<file path="src/rtl/fill_pkg.sv">
// Shared definitions for the polygon fill pipeline: FSM states and screen geometry
// defaults used by the controller, the math stage and the span writer.
package fill_pkg;

    localparam int SCREEN_WIDTH  = 640;
    localparam int SCREEN_HEIGHT = 480;
    localparam int ADDR_BITS     = 19;

    typedef enum logic [1:0] {
        ST_IDLE  = 2'd0,
        ST_SETUP = 2'd1,
        ST_WRITE = 2'd2,
        ST_DONE  = 2'd3
    } fill_state_e;

endpackage

</file>
<file path="src/rtl/fill_addr_gen.sv">
// Frame-buffer address generator: row base y*SCREEN_WIDTH plus column, truncated
// to ADDR_BITS. Purely combinational.
module fill_addr_gen #(
    parameter int X_BITS       = 10,
    parameter int Y_BITS       = 9,
    parameter int SCREEN_WIDTH = fill_pkg::SCREEN_WIDTH,
    parameter int ADDR_BITS    = fill_pkg::ADDR_BITS
) (
    input  logic [Y_BITS-1:0]    row,
    input  logic [X_BITS-1:0]    col,
    output logic [ADDR_BITS-1:0] addr
);

    logic [ADDR_BITS-1:0] row_w;
    logic [ADDR_BITS-1:0] base;

    assign row_w = ADDR_BITS'(row);

    // 640 = 512 + 128, so the standard screen needs no multiplier.
    if (SCREEN_WIDTH == 640) begin : g_shift_add
        assign base = (row_w << 9) + (row_w << 7);
    end else begin : g_mul
        assign base = row_w * ADDR_BITS'(SCREEN_WIDTH);
    end

    assign addr = base + ADDR_BITS'(col);

endmodule

</file>
<file path="src/rtl/fill_span_writer.sv">
// Pixel-write stage of the polygon fill block: latches one horizontal span and
// issues one req/ack frame-buffer write per pixel, then reports completion.
module fill_span_writer #(
    parameter int X_BITS       = 10,
    parameter int Y_BITS       = 9,
    parameter int COLOR_BITS   = 24,
    parameter int SCREEN_WIDTH = fill_pkg::SCREEN_WIDTH,
    parameter int ADDR_BITS    = fill_pkg::ADDR_BITS
) (
    input  logic                  clk,
    input  logic                  n_rst,
    input  logic                  fill_en,
    input  logic                  fill_start,
    input  logic [X_BITS-1:0]     x_left,
    input  logic [X_BITS-1:0]     x_right,
    input  logic [Y_BITS-1:0]     y,
    input  logic [Y_BITS-1:0]     y_last,
    input  logic [COLOR_BITS-1:0] color,
    input  logic                  wr_ack,
    output logic                  wr_req,
    output logic [ADDR_BITS-1:0]  wr_addr,
    output logic [COLOR_BITS-1:0] wr_data,
    output logic                  fill_done,
    output logic                  all_finish,
    output logic                  busy
);

    import fill_pkg::fill_state_e;
    import fill_pkg::ST_IDLE;
    import fill_pkg::ST_SETUP;
    import fill_pkg::ST_WRITE;
    import fill_pkg::ST_DONE;

    localparam logic [X_BITS-1:0] X_MAX = X_BITS'(SCREEN_WIDTH - 1);

    fill_state_e           state_q, state_d;
    logic [X_BITS-1:0]     x_l_q, x_l_d;
    logic [X_BITS-1:0]     x_r_q, x_r_d;
    logic [X_BITS-1:0]     x_cur_q, x_cur_d;
    logic [Y_BITS-1:0]     y_q, y_d;
    logic [Y_BITS-1:0]     y_last_q, y_last_d;
    logic [COLOR_BITS-1:0] color_q, color_d;
    logic                  all_finish_q, all_finish_d;
    logic [ADDR_BITS-1:0]  wr_addr_q, wr_addr_d;

    logic [X_BITS-1:0]     span_lo, span_hi, hi_clamp, col_sel;
    logic [ADDR_BITS-1:0]  addr_next;
    logic                  addr_load;
    logic                  last_row;

    assign span_lo  = (x_l_q > x_r_q) ? x_r_q : x_l_q;
    assign span_hi  = (x_l_q > x_r_q) ? x_l_q : x_r_q;
    assign hi_clamp = (span_hi > X_MAX) ? X_MAX : span_hi;
    assign last_row = (y_q == y_last_q);

    // The address register is loaded either with the first column (SETUP) or the
    // next column (WRITE), so the generator never sees the ack combinationally.
    assign col_sel = (state_q == ST_SETUP) ? span_lo : x_cur_q + X_BITS'(1);

    fill_addr_gen #(
        .X_BITS       (X_BITS),
        .Y_BITS       (Y_BITS),
        .SCREEN_WIDTH (SCREEN_WIDTH),
        .ADDR_BITS    (ADDR_BITS)
    ) u_addr_gen (
        .row  (y_q),
        .col  (col_sel),
        .addr (addr_next)
    );

    assign wr_addr_d = addr_load ? addr_next : wr_addr_q;

    always_comb begin
        // NOTE: every signal written here gets a default first, so no path
        // through the case can leave a value unassigned and infer a latch.
        state_d      = state_q;
        x_l_d        = x_l_q;
        x_r_d        = x_r_q;
        x_cur_d      = x_cur_q;
        y_d          = y_q;
        y_last_d     = y_last_q;
        color_d      = color_q;
        all_finish_d = all_finish_q;
        addr_load    = 1'b0;

        unique case (state_q)
            ST_IDLE: begin
                if (fill_start && fill_en) begin
                    x_l_d        = x_left;
                    x_r_d        = x_right;
                    y_d          = y;
                    y_last_d     = y_last;
                    color_d      = color;
                    all_finish_d = 1'b0;
                    state_d      = ST_SETUP;
                end
            end
            ST_SETUP: begin
                if (!fill_en) begin
                    state_d = ST_IDLE;
                end else if (span_lo > X_MAX) begin
                    all_finish_d = last_row;
                    state_d      = ST_DONE;
                end else begin
                    x_l_d     = span_lo;
                    x_r_d     = hi_clamp;
                    x_cur_d   = span_lo;
                    addr_load = 1'b1;
                    state_d   = ST_WRITE;
                end
            end
            ST_WRITE: begin
                // An abort only takes effect once the outstanding beat is accepted.
                if (wr_ack) begin
                    if (!fill_en) begin
                        state_d = ST_IDLE;
                    end else if (x_cur_q == x_r_q) begin
                        all_finish_d = last_row;
                        state_d      = ST_DONE;
                    end else begin
                        x_cur_d   = x_cur_q + X_BITS'(1);
                        addr_load = 1'b1;
                    end
                end
            end
            ST_DONE: state_d = ST_IDLE;
            default: state_d = ST_IDLE;
        endcase

        if (!fill_en) all_finish_d = 1'b0;
    end

    // NOTE: sequential state uses non-blocking assignments so every flop samples
    // pre-edge values regardless of process ordering.
    always_ff @(posedge clk or negedge n_rst) begin
        if (!n_rst) begin
            state_q      <= ST_IDLE;
            x_l_q        <= '0;
            x_r_q        <= '0;
            x_cur_q      <= '0;
            y_q          <= '0;
            y_last_q     <= '0;
            color_q      <= '0;
            all_finish_q <= 1'b0;
            wr_addr_q    <= '0;
        end else begin
            state_q      <= state_d;
            x_l_q        <= x_l_d;
            x_r_q        <= x_r_d;
            x_cur_q      <= x_cur_d;
            y_q          <= y_d;
            y_last_q     <= y_last_d;
            color_q      <= color_d;
            all_finish_q <= all_finish_d;
            wr_addr_q    <= wr_addr_d;
        end
    end

    assign wr_req     = (state_q == ST_WRITE);
    assign fill_done  = (state_q == ST_DONE);
    assign busy       = (state_q != ST_IDLE);
    assign wr_addr    = wr_addr_q;
    assign wr_data    = color_q;
    assign all_finish = all_finish_q;

endmodule

</file>
<file path="config.mk">
export PLATFORM = sky130hd
export DESIGN_NAME = fill_span_writer
export DESIGN_NICKNAME = d
export VERILOG_FILES = /design/src/rtl/fill_pkg.sv /design/src/rtl/fill_addr_gen.sv /design/src/rtl/fill_span_writer.sv
export SDC_FILE = /design/constraint.sdc
export NUM_CORES = 1
export LEC_CHECK = 0
export ABC_CLOCK_PERIOD_IN_PS = 10500
export CORE_UTILIZATION = 55
export DETAILED_ROUTE_END_ITERATION = 10
export GPL_TIMING_DRIVEN = 0
export PLACE_DENSITY = 0.85
export SYNTH_ARGS = -nofsm -noshare
export SYNTH_HDL_FRONTEND = slang
export SYNTH_SLANG_ARGS = --single-unit
</file>
<file path="constraint.sdc">
create_clock -name clk -period 10.5 [get_ports clk]
set_input_delay 3.15 -clock clk [delete_from_list [all_inputs] [get_ports clk]]
set_output_delay 3.15 -clock clk [all_outputs]
set_load 0.1 [all_outputs]
</file>
; Word level (Yosys, flattened, before mapping)
; Cells that the tools add are included.
[totals]
reg_bits = 94
input_bits = 67
out_inout_bits = 47
word_cells = 76
[classes]
magnitude_cmp = 3
reduce_logical = 10
addsub = 3
eq_ne = 16
muxes = 35
[ops]
columns = operator, count
row1 = $mux W10, 13
row2 = $pmux W10 S2, 3
row3 = $gt A10 B10 Y1 const B, 2
row4 = $add A18 B16 Y19, 1
row5 = $add A19 B10 Y19, 1
row6 = $ne A2 B2 Y1 const B, 6
row7 = $mux W1, 11
row8 = $add A10 B1 Y10 const B, 1
row9 = $eq A10 B10 Y1, 1
row10 = $gt A10 B10 Y1, 1
row11 = $mux W2, 5
row12 = $eq A9 B9 Y1, 1
row13 = $pmux W2 S4, 1
row14 = $ne A3 B2 Y1 const B, 2
row15 = $ne A3 B3 Y1 const B, 2
row16 = $reduce_and A6 Y1, 1
row17 = $reduce_bool A2 Y1, 3
row18 = $reduce_and A5 Y1, 1
row19 = $eq A2 B2 Y1 const B, 2
row20 = $ne A4 B1 Y1 const B, 1
row21 = $reduce_and A4 Y1, 1
row22 = $pmux W1 S3, 1
row23 = $reduce_and A3 Y1, 1
row24 = $eq A2 B1 Y1 const B, 1
row25 = other kinds (4), 4

; Depth between registers and ports, before layout
[logic_depth]
depth_word = 7
ltp_mapped = 22
mapped_depth_nobuf = 19

; Modules after synthesis
; From an unflattened synthesis, not the netlist that was laid out.
[hier_totals]
hier_cells = 528
area_unflattened_um2 = 5596.6
[modules_own_cells]
columns = mod, cells_per_inst, instances, seq_area_each_um2, area_each_um2
row1 = fill_span_writer, 456, 1, 2352.3, 4977.3
row2 = fill_addr_gen, 72, 1, 0.0, 619.3

; Least setup slack after synthesis
; OpenSTA, ideal clock, no wires.
[synth_path]
path_kind = input port to flip-flop
start = in fill_en
end = reg x_l_q[9]
n_path_buf = 1
cell_stages = 7
slack_ns = 5.768
setup_time_ns = 0.066
t_required_ns = 10.434
arrival_ns = 4.666
cell_sequence = clkbuf_1 o211a_1 o21ai_0 nor3_1 nand2_1 a21oi_1 a221o_1
[synth_via]
elab_chain_len = 3
word_cells_on_any_way = 4
cone_classes = 2 x eq/ne / 2 x reduce/logical
[synth_rtl]
columns = item, line
row1 = start: declaration, fill_span_writer.sv:12  ; input logic fill_en,
row2 = $logic_and A1 B1 Y1, fill_span_writer.sv:88  ; if (fill_start && fill_en) begin
row3 = $ne A2 B2 Y1 (no line), -
row4 = $reduce_and A4 Y1 (no line) (*), -
row5 = end signal: assignment, fill_span_writer.sv:148  ; x_l_q <= x_l_d;
row6 = end: declaration, fill_span_writer.sv:37  ; logic [X_BITS-1:0] x_l_q, x_l_d;
; Every way passes the cells marked *; elsewhere a longest branch is shown, timed or not.
; A chain may end at the register's enable or synchronous reset.

; Worst setup path in the final report
[layout_path]
start = reg state_q[0]
end = out busy
[layout_via]
elab_chain_len = 1
[layout_rtl]
columns = item, line
row1 = start: declaration, fill_span_writer.sv:36  ; fill_state_e state_q, state_d;
row2 = start signal: assignment, fill_span_writer.sv:147  ; state_q <= state_d;
row3 = $reduce_bool A2 Y1, fill_span_writer.sv:161  ; assign busy = (state_q != ST_IDLE);
row4 = end: declaration, fill_span_writer.sv:25  ; output logic busy
; Every way passes these cells.

==> summary.md <==
| Metric | Value |
|---|---|
| Initial core utilization | `0.565` |
| Worst slew margin relative to its limit | `0.162` |
| Adder-cell area share of the yosys netlist | `0.0805` |
| P&R area growth vs syn | `27.7%` |
| DPL Wire Length | `10300 um` |
| Ys async rst share | `1.00` |
| Instance count along the most critical hold path | `2` |
| Share of cell area taken by muxes after synthesis | `0.116` |
| Area share of xor/xnor cells in the synthesized design | `0.0480` |
| Post-layout net count | `736` |
| GPL Wtd Cong | `0.866` |
| Worst Skew | `11.9 ps` |
| Compound-gate portion of the synthesized area | `0.188` |
| Antenna violations before repair | `0` |
| Final wirelength | `13500 um` |
| Cell Count, Final, Fillers Out | `772` |
| Synthesized netlist cell count | `510` |
| CP Class | `reg2out` |
| Critical Path End Type | `output pin` |
| Die Outline Area | `10300 um^2` |
| Setup_tns | `0 ps` |
| Vert. Die Dim | `102 um` |
| # port buffers | `113` |
| Horizontal die dimension | `102 um` |
| Number of enable-type register cells in the synthesized netlist | `0` |
| Area of the core region | `9680 um^2` |
| Drt pass-1 iters | `6` |
| Number of cells in the design after placement | `757` |
| Cells on worst reg2reg path | `22` |
| Library cell used as clock root buffer | `sky130_fd_sc_hd__clkbuf_8` |
| Number of buffers inserted for hold repair after clock tree synthesis | `0` |
| Synthesized net count | `611` |
| Number of library cell types mapped by synthesis | `67` |
| Final number of max-transition violations | `0` |
| TritonCTS clock tree | `yes` |
| Number of instances resized during post-cts repair | `0` |
| Count of buffers added by post-CTS timing repair for setup | `0` |
| Worst path arrival time | `2450 ps` |
| Transition time at the pin with the least slew margin | `1250 ps` |
| Layout cell share with drive strength beyond 1 | `0.155` |
| Critical-path maximum fanout | `9` |
| Simple-gate share of the synthesized area | `0.0984` |
| Flip-flop and latch count after synthesis | `94` |
| Clock transition at the registers of the reported paths | `90 ps` |
| Met3 routed wirelength | `603 um` |
| Total routing usage reported by global routing | `0.271` |
| Number of buffers added by the clock tree synthesis step | `9` |
| Worst slack at placement | `4750 ps` |
| Post-route DRC violation count | `0` |
| Final setup slack of the worst path | `4900 ps` |
| Type of the tightest min-delay check | `reg2reg` |
| Post-Syn Area per Cell | `10.7 um^2` |
| Amount of wire on met2 after detailed routing | `6810 um` |
| Vias after detailed routing | `4566` |
| Data required time at the worst endpoint | `7350 ps` |
| Final routed wire length divided by cell count | `17.5 um` |
| Util after Layout | `0.721` |
| Total overflow reported by the global router | `0` |
| Via count of the first global-routing pass | `4392` |
| Routed via count divided by cell count | `5.91` |
| Run status | `finished, final reports clean` |
| Sequential fraction of the synthesis area | `0.430` |
| First-pass GRT wire length | `21500 um` |
| Number of fillers in the final layout | `702` |
| Final hold violation count | `0` |
| Yosys warns | `0` |
| Max Used Layer | `met4` |
| Maximum number of pins on one net before global-route repair | `52` |
| Max Cap Violations | `0` |
| # setup viols final | `0` |
| Num rows | `36` |
| Ratio of final minimum period to clock period | `0.534` |
| H-tree lvl count | `3` |
| Buffer depth of the longest clock path | `2` |
| CTS sink cnt | `94` |
| Unrepaired setup endpoints after global routing | `no` |
| Fmax | `178 MHz` |
| Combinational family with the most area after synthesis | `compound AO/OA/AOI/OAI gates` |
| DRT antenna net count | `0` |
| Top flip-flop cell by instance count after synthesis | `sky130_fd_sc_hd__dfrtp_1` |
| Clock network latency to the later pin of the worst-skew pair | `370 ps` |
| Total I/O pin count | `114` |
| Post-route met1 wirelength | `5820 um` |
| Number of diodes | `0` |
| Critical Path Start Type | `flip-flop` |
| Area of the mapped netlist | `5470 um^2` |
| Time the final worst path needs with I/O delays and setup | `5600 ps` |
| Violation count after the first detailed-routing iteration | `223` |
==> state kept, by name (all words and copies together) (netlist names) <==
name	flops
x_l_q	10
y_last_q	9
y_q	9
wr_addr	19
wr_data	24
x_cur_q	10
x_r_q	10
all_finish	1
state_q	2
==> per-stage QoR <==
step / cell area (um^2) / hold slack [ps]
floorplan: 5470 / 497
global placement: 6770 / 461
detailed placement: 6790 / 469
CTS: 6980 / 491
global route: 6980 / 502
finish: 6980 / 484
==> worst max-delay path, stage by stage (launching register included) <==
cell	delay [ps]
sky130_fd_sc_hd__dfrtp_1	390
sky130_fd_sc_hd__inv_1	90
sky130_fd_sc_hd__ha_1	200
sky130_fd_sc_hd__clkbuf_1	210
sky130_fd_sc_hd__inv_1	90
sky130_fd_sc_hd__clkdlybuf4s50_1	1120
==> synth_stat cells, types with 2 or more instances <==
library cell	number	area [um^2]
sky130_fd_sc_hd__nand3b_1	2	15.0
sky130_fd_sc_hd__nand4_1	4	25.0
sky130_fd_sc_hd__nand2_1	35	131
sky130_fd_sc_hd__inv_1	26	97.6
sky130_fd_sc_hd__a2111oi_2	2	30.0
sky130_fd_sc_hd__a21oi_1	23	115
sky130_fd_sc_hd__fa_1	2	40.0
sky130_fd_sc_hd__ha_1	32	400
sky130_fd_sc_hd__nor2_1	27	101
sky130_fd_sc_hd__clkinv_1	2	7.51
sky130_fd_sc_hd__a211oi_1	8	60.1
sky130_fd_sc_hd__clkbuf_1	14	52.6
sky130_fd_sc_hd__o21ai_0	28	140
sky130_fd_sc_hd__nor3_1	7	35.0
sky130_fd_sc_hd__and3_1	5	31.3
sky130_fd_sc_hd__a22o_2	2	20.0
sky130_fd_sc_hd__buf_2	5	25.0
sky130_fd_sc_hd__nand3_1	7	35.0
sky130_fd_sc_hd__a221o_2	4	45.0
sky130_fd_sc_hd__nand2b_1	8	50.1
sky130_fd_sc_hd__xnor2_1	12	105
sky130_fd_sc_hd__or2_2	2	12.5
sky130_fd_sc_hd__nor4_1	3	18.8
sky130_fd_sc_hd__a2111o_1	2	22.5
sky130_fd_sc_hd__mux2i_1	6	60.1
sky130_fd_sc_hd__a21o_1	5	37.5
sky130_fd_sc_hd__a22oi_1	7	52.6
sky130_fd_sc_hd__mux2_2	51	574
sky130_fd_sc_hd__o22ai_1	11	68.8
sky130_fd_sc_hd__buf_6	2	22.5
sky130_fd_sc_hd__dfrtp_1	94	2350
sky130_fd_sc_hd__a2bb2oi_1	8	70.1
sky130_fd_sc_hd__o311ai_0	2	17.5
sky130_fd_sc_hd__xor2_1	18	158
sky130_fd_sc_hd__a221o_1	10	100
sky130_fd_sc_hd__o31ai_1	2	15.0
sky130_fd_sc_hd__or3_1	2	12.5
==> metal layers <==
metal	vias up	track usage
met5	-	0
met4	0	0.119
met3	26	0.0483
met2	144	0.436
met1	2283	0.358
li1	2113	-
==> final timing paths <==
check,start,to,slack [ps]
min reg2reg,wr_addr[14]$_DFFE_PN0P_,wr_addr[14]$_DFFE_PN0P_,480
min,wr_addr[14]$_DFFE_PN0P_,wr_addr[14]$_DFFE_PN0P_,480
max reg2reg,x_r_q[9]$_DFFE_PN0P_,wr_addr[17]$_DFFE_PN0P_,5160
max in group asynchronous,n_rst,wr_addr[2]$_DFFE_PN0P_,7070
min in group asynchronous,n_rst,wr_addr[13]$_DFFE_PN0P_,2770
max,state_q[0]$_DFFE_PN0P_,busy,4900
==> cells in the final DEF (no fill, tap or decap), types with 6 or more instances in the layout <==
cell and instances:
sky130_fd_sc_hd__ha_1 32, sky130_fd_sc_hd__dfrtp_1 94, sky130_fd_sc_hd__nor2_1 27, sky130_fd_sc_hd__inv_1 26, sky130_fd_sc_hd__xnor2_1 12, sky130_fd_sc_hd__xor2_1 18, sky130_fd_sc_hd__a211oi_1 8, sky130_fd_sc_hd__a221o_1 10
sky130_fd_sc_hd__a22oi_1 7, sky130_fd_sc_hd__nor3_1 7, sky130_fd_sc_hd__o21ai_0 28, sky130_fd_sc_hd__clkbuf_1 14, sky130_fd_sc_hd__a2bb2oi_1 8, sky130_fd_sc_hd__nand2_1 35, sky130_fd_sc_hd__nand3_1 7, sky130_fd_sc_hd__o22ai_1 11
sky130_fd_sc_hd__mux2i_1 6, sky130_fd_sc_hd__clkdlybuf4s50_1 112, sky130_fd_sc_hd__a21oi_1 23, sky130_fd_sc_hd__mux2_2 51, sky130_fd_sc_hd__nand2b_1 8, sky130_fd_sc_hd__clkbuf_8 12
==> cell families after synthesis <==
kind of cell	count (synthesis)
AOI/OAI and AO/OA	134
and+or+nand+nor	110
DFF	94
muxes	57
buffers and inverters	51
adders and majority gates	34
xor gates and xnor gates	30
==> final cells by class <==
class	instances	area (um^2)	area share
Buffer	23	111	0.0159
Clock buffer	12	165	0.0236
Multi-Input combinational cell	365	2900	0.415
Clock inverter	3	26.3	0.00376
Tap cell	133	166	0.0238
Timing Repair Buffer	114	1160	0.166
Inverter	28	105	0.0150
Sequential cell	94	2350	0.337
Power is left out: the tool's default activity adds up to more than one toggle a clock period on the data nets, which glitch-free logic cannot reach.
